===== config.mk =====
export PLATFORM = sky130hd
export DESIGN_NAME = universal_shift_register_n
export DESIGN_NICKNAME = d
export VERILOG_FILES = /design/src/rtl/universal_shift_register_n.sv
export SDC_FILE = /design/constraint.sdc
export NUM_CORES = 1
export LEC_CHECK = 0
export CAP_MARGIN = 5
export CORE_ASPECT_RATIO = 1.2
export CORE_MARGIN = 3
export CORE_UTILIZATION = 42
export DETAILED_ROUTE_END_ITERATION = 8
export PLACE_DENSITY = 0.75
export SLEW_MARGIN = 10
export SYNTH_ARGS = -nofsm -noshare
export SYNTH_HDL_FRONTEND = slang
export SYNTH_SLANG_ARGS = --single-unit

===== constraint.sdc =====
create_clock -name clock -period 2.4 [get_ports clock]
set_clock_uncertainty 0.15 [all_clocks]
set_input_delay 0.24 -clock clock [delete_from_list [all_inputs] [get_ports clock]]
set_output_delay 0.24 -clock clock [all_outputs]
set_load 0.005 [all_outputs]

===== src/rtl/universal_shift_register_n.sv =====
// Universal shift register: shift/rotate/load/retain/clear, optional accumulate (USR_ACCUM_EN).
// Latency: one clock edge from control to q; done and serial outputs are combinational from state.
// Backpressure: none; enable=0 holds all state for the edge.
module universal_shift_register_n #(
  parameter int WIDTH = 8,
  parameter int CNT_W = $clog2(WIDTH + 1)
) (
  input  logic             clock,
  input  logic             reset_n,
  input  logic             enable,
  input  logic [2:0]       control,
  input  logic [WIDTH-1:0] data_in,
  input  logic             cin,
  input  logic             serial_left_in,
  input  logic             serial_right_in,
  output logic [WIDTH-1:0] q,
  output logic             serial_out_right,
  output logic             serial_out_left,
  output logic             cout,
  output logic [CNT_W-1:0] shift_cnt,
  output logic             done
);

  typedef enum logic [2:0] {
    OP_SHR   = 3'b000,
    OP_SHL   = 3'b001,
    OP_HOLD  = 3'b010,
    OP_LOAD  = 3'b011,
    OP_ROR   = 3'b100,
    OP_ROL   = 3'b101,
    OP_ACCUM = 3'b110,
    OP_CLEAR = 3'b111
  } op_t;

  localparam logic [CNT_W-1:0] CNT_MAX = CNT_W'(WIDTH);

  logic [WIDTH-1:0] q_r, q_nxt;
  logic             cout_r, cout_nxt;
  logic [CNT_W-1:0] cnt_r, cnt_nxt;
  logic             is_shift;
  op_t              op;

  assign op = op_t'(control);

`ifndef USR_ACCUM_EN
  // Carry-in only feeds the adder, which is absent in this build.
  logic unused_cin;
  assign unused_cin = cin;
`endif

  always_comb begin
    q_nxt    = q_r;
    cout_nxt = cout_r;
    cnt_nxt  = cnt_r;
    is_shift = 1'b0;
    case (op)
      OP_SHR: begin
        q_nxt    = {serial_left_in, q_r[WIDTH-1:1]};
        is_shift = 1'b1;
      end
      OP_SHL: begin
        q_nxt    = {q_r[WIDTH-2:0], serial_right_in};
        is_shift = 1'b1;
      end
      OP_ROR: begin
        q_nxt    = {q_r[0], q_r[WIDTH-1:1]};
        is_shift = 1'b1;
      end
      OP_ROL: begin
        q_nxt    = {q_r[WIDTH-2:0], q_r[WIDTH-1]};
        is_shift = 1'b1;
      end
      OP_LOAD: begin
        q_nxt    = data_in;
        cout_nxt = 1'b0;
        cnt_nxt  = '0;
      end
      OP_CLEAR: begin
        q_nxt    = '0;
        cout_nxt = 1'b0;
        cnt_nxt  = '0;
      end
`ifdef USR_ACCUM_EN
      OP_ACCUM: begin
        {cout_nxt, q_nxt} = {1'b0, q_r} + {1'b0, data_in} + {{WIDTH{1'b0}}, cin};
        cnt_nxt           = '0;
      end
`endif
      default: ;
    endcase
    // Counter saturates so done stays asserted while shifting continues.
    if (is_shift && (cnt_r != CNT_MAX)) begin
      cnt_nxt = cnt_r + CNT_W'(1);
    end
  end

  always_ff @(posedge clock or negedge reset_n) begin
    if (!reset_n) begin
      q_r    <= '0;
      cout_r <= 1'b0;
      cnt_r  <= '0;
    end else if (enable) begin
      q_r    <= q_nxt;
      cout_r <= cout_nxt;
      cnt_r  <= cnt_nxt;
    end
  end

  assign q                = q_r;
  assign cout             = cout_r;
  assign shift_cnt        = cnt_r;
  assign serial_out_right = q_r[0];
  assign serial_out_left  = q_r[WIDTH-1];
  assign done             = (cnt_r == CNT_MAX);

endmodule


# Word level (Yosys, flattened, before mapping)
# Cells that the tools add are included.
[classes]
addsub = 1
eq_ne = 7
mux = 4
n_reduce_logical = 8
[op_table]
columns = ["cell", "count"]
rows = [
  ["$pmux W8 S6", 1],
  ["$eq A3 B3 Y1 const B", 3],
  ["$mux W4", 2],
  ["$reduce_bool A6 Y1", 1],
  ["$add A4 B1 Y4 const B", 1],
  ["$eq A4 B4 Y1 const B", 1],
  ["$ne A4 B4 Y1 const B", 1],
  ["$reduce_and A2 Y1", 2],
  ["$reduce_or A4 Y1", 1],
  ["$eq A3 B1 Y1 const B", 1],
  ["$eq A3 B2 Y1 const B", 1],
  ["$logic_not A3 Y1", 1],
  ["$reduce_bool A2 Y1", 1],
  ["$reduce_or A2 Y1", 1],
  ["$logic_and A1 B1 Y1", 1],
  ["$mux W1", 1],
]
[totals]
register_bits = 12

# Logic depth before layout (Yosys ltp)
[logic_depth]
ltp_word = 6
ltp_mapped = 6
ltp_nobuf = 6

# Least setup slack after synthesis
# OpenSTA, ideal clock, no wires.
[synth_timing]
kind = "register -> register"
from = "register cnt_r[0], in the netlist shift_cnt[0]"
to = "register cnt_r[0], in the netlist shift_cnt[0]"
setup_time_ns = 0.121
t_arrival_ns = 1.106
t_required_ns = 2.129
path_slack_ns = 1.023
stages_incl_launch_ff = 7
synth_period_minus_slack_ns = 1.377
path_cell_list = "dfrtp_1 > inv_1 > ha_1 > nand3b_1 > nand2_1 > mux2i_1 > a22o_1"
[synth_via]
elab_chain_cells = 4
word_cells_on_any_way = 6
[synth_lines]
columns = ["element", "line_no", "text"]
rows = [
  ["start, declared", "39", "logic [CNT_W-1:0] cnt_r, cnt_nxt;"],
  ["start signal, assigned", "105", "cnt_r <= cnt_nxt;"],
  ["parallel branches: the longest is 4 deep, another holds $add A4 B1 Y4", "n/a", ""],
]
# Several ways; the timed one is not identified.
# A chain may end at the register's enable or synchronous reset.

# Worst setup path in the final report
[layout_timing]
from = "register cnt_r[0], in the netlist shift_cnt[0]"
to = "output done"
[layout_via]
elab_chain_cells = 1
[layout_lines]
columns = ["element", "line_no", "text"]
rows = [
  ["$eq A4 B4 Y1", "114", "assign done = (cnt_r == CNT_MAX);"],
  ["end, declared", "21", "output logic done"],
]
# No other way between the ends.

==> results summary <==
The run finished with clean final reports. The sequential fraction of the synthesis area is 0.388. The number of top-level pins is 33. The clock slew at the register clock pins of the worst setup and hold paths came out at 90 ps. The half-perimeter wire length after placement is 1.39 mm.

The number of buffers between clock root and the deepest sink came out at 2. The setup fix buffers added after clock tree synthesis came out at 0. The cell area after synthesis is 774 um^2. The total clock sinks came out at 12. The pin count of the biggest net entering global routing is 15. The number of clock buffers inserted by TritonCTS is 3. The cell type of the slowest stage on the worst timing path is clkdlybuf4s50_1. The total congestion overflow after global routing came out at 0. The data required time of the worst path came out at 2010 ps. The root buffer cell chosen for the clock tree is clkbuf_4.

The count of unresolved DRC violations after routing came out at 0. The highest cell delay on the worst timing path came out at 500 ps. The number of violations of the max-capacitance limit is 0.

The via count of the first global-routing pass is 686. In this run the number of cells on the critical path is 5. The arrival time at the worst endpoint is 1700 ps.

The y dimension of the die came out at 53.0 um. The library cell occupying the most area in the post-synthesis netlist is dfrtp_1. The clock tree from TritonCTS is yes. The number of antenna violations at the first check in global routing is 0. After detailed routing, the number of vias per cell comes to 5.57. The largest fanout of any net on the critical path came out at 5. The post-synthesis register bit count is 12. In this run the power density over the cells is 747 mW/mm^2. The worst register-to-register path has a setup slack of 880 ps. The latest clock arrival within the worst-skew pair came out at 280 ps. The number of levels in the clock H-tree is 1. Setup repair after global routing left no endpoint under its margin. Together, buffers and inverters on the worst path number 3. The average wire per cell in the routed design is 14.2 um. Setup violations remaining at the end of the flow were counted as 0.

The number of distinct library cells after synthesis came out at 27. Of the post-synthesis cell area, the dominant cell type holds 0.388. The core occupancy in the finished layout is 0.649.

The congestion estimate from routability-driven global placement came to 0.738. The number of enable-type register cells in the synthesized netlist came out at 0. The number of optimization iterations in the first detailed-route pass came out at 4. In this run the core area contains 16 standard-cell rows. The first global-routing pass estimated 3.05 mm of wire. The pre-CTS worst setup slack is 445 ps. The final standard cell area without fillers came out at 0.00109 mm^2. The placed instance count came out at 128. The final standard cell count with taps included and fillers excluded came out at 132. The final count of pins violating max slew came out at 0. The largest voltage drop on the vdd net came out at 0.537 mV. The final clock period utilization by the worst path came out at 0.870. The via count came out at 735. Counting the fill cells in the layout gives 139. The worst setup path is captured at an output port. The hold violation count in the final report came out at 0. The category of the most critical setup path is reg -> out. The slew at the pin with the worst max-slew slack came out at 553 ps. Synthesis produced 85 cells. Timing would allow up to 0.479 GHz. The core box area came out at 0.00168 mm^2. The relative max-transition margin is 0.630. The worst setup path is launched from a register. On the critical path the largest part of the delay comes from buffers and inverters. By count the netlist is led by 12 x dfrtp_1, 10 x nand2_1, 8 x nor2_1. The final layout contains 134 nets. The leakage dissipation is 0.474 nW. A synthesized cell averages 9.11 um^2. Among all flip-flop cells after synthesis, the most frequent one is dfrtp_1.

In this run the worst hold path is classified as in -> async. The quantity of I/O buffers inserted on ports came out at 30. The number of diodes came out at 0. The worst setup margin came out at 313 ps. Final hold analysis gives a worst-case slack of 162 ps. The die area came out at 0.00240 mm^2. The most numerous cell type found on the critical path is inv_1. In this run the remaining antenna-violating nets after routing total 0. The routed design has 1.87 mm of wire.

The number of cells traversed by the worst register-to-register path came out at 6. Yosys printed 0 warnings. The proportion of layout cells with a drive suffix above 1 is 0.0877. The number of gates given a new drive strength after cts came out at 0.

For this configuration, the core starts out at a cell density of 0.461. The number of hold-repair buffers added at the cts stage is 0. The area growth from synthesis to final layout came out at 40.9%. dfrtp_1 is the most common cell in the netlist. The design draws 0.815 mW. The die is 45.2 um wide. Adding up every negative setup slack in the final design gives 0 ps. The fraction of synthesis flops using an asynchronous set or reset pin is 1.00. The clock period minus final worst setup slack is 2090 ps. Once placement finished, the instance area stood at 0.00105 mm^2. The post-synth net total is 104. Sorting the synthesized cells by area gives the leading types as dfrtp_1 39%, a221oi_1 6.8%, o31ai_1 5.8%, nand2_1 4.8%, mux2i_1 3.9%. The signal on the critical path passes through inv_1 > ha_1 > nand3b_1 > inv_1 > clkdlybuf4s50_1. The starting DRC count in detailed routing came out at 11. In the global route stage, overall resource usage came out at 0.175.
==> path summary, 6_finish.rpt <==
kind,from,endpoint
worst max-delay path,shift_cnt[0],done
worst min-delay path,reset_n,q[0]
worst max register to register,shift_cnt[0],shift_cnt[0]
worst min register to register,shift_cnt[2],shift_cnt[2]
max in group asynchronous,reset_n,shift_cnt[0]
min in group clock,shift_cnt[2],shift_cnt[2]
==> flip-flops by register name, summed over array words and instances, names as in the netlist <==
| register | flops |
|---|---|
| shift_cnt | 4 |
| q | 8 |
==> layout make-up <==
class	instances	area, um^2	area share
clock buffer	4	36.3	0.0333
inverter	7	26.3	0.0241
multi-input combinational	59	390	0.358
sequential	12	300	0.275
tap	18	22.5	0.0206
timing repair buffer	32	315	0.289
==> layer usage <==
layer	global-route usage	part of all wire	up-vias
met2	0.276	0.49	20
met3	0.0442	0.050	2
met5	0	0	-
met1	0.217	0.45	348
li1	-	-	365
met4	0.0878	0.0075	0
==> kinds of logic after synthesis <==
logic type | after synthesis | share of synthesized area
AOI/OAI and AO/OA | 27 | 0.260
adders and majority gates | 2 | 0.0323
buffers and inverters | 14 | 0.108
DFF | 12 | 0.388
muxes | 3 | 0.0388
other | 1 | 0.00484
and+or+nand+nor | 26 | 0.168
==> worst reg2reg max path, cell delays in order, from the launching register on <==
cell,delay [ps]
dfrtp_1,430
inv_1,110
ha_1,150
nand3b_1,150
nand2_1,140
mux2i_1,90
a22o_1,190
==> where the power goes <==
group | leakage [nW] | internal, mW | switching (mW) | total, mW
clock network | 0.0210 | 0.0923 | 0.0752 | 0.167
registers | 0.152 | 0.251 | 0.0596 | 0.311
logic | 0.301 | 0.203 | 0.133 | 0.336
total | 0.474 | 0.547 | 0.268 | 0.815
==> cell usage in the layout (no fill, tap or decap), drive strengths merged, types with 3 or more instances in the layout <==
cell type and instances:
inv 7, nor2 9, a221oi 6, dfrtp 12, nand2 10, clkbuf 4, clkdlybuf4s50 30, mux2i 3
o31ai 6, nand3 3, o21ai 6
Power figures use the tool's default switching activity.
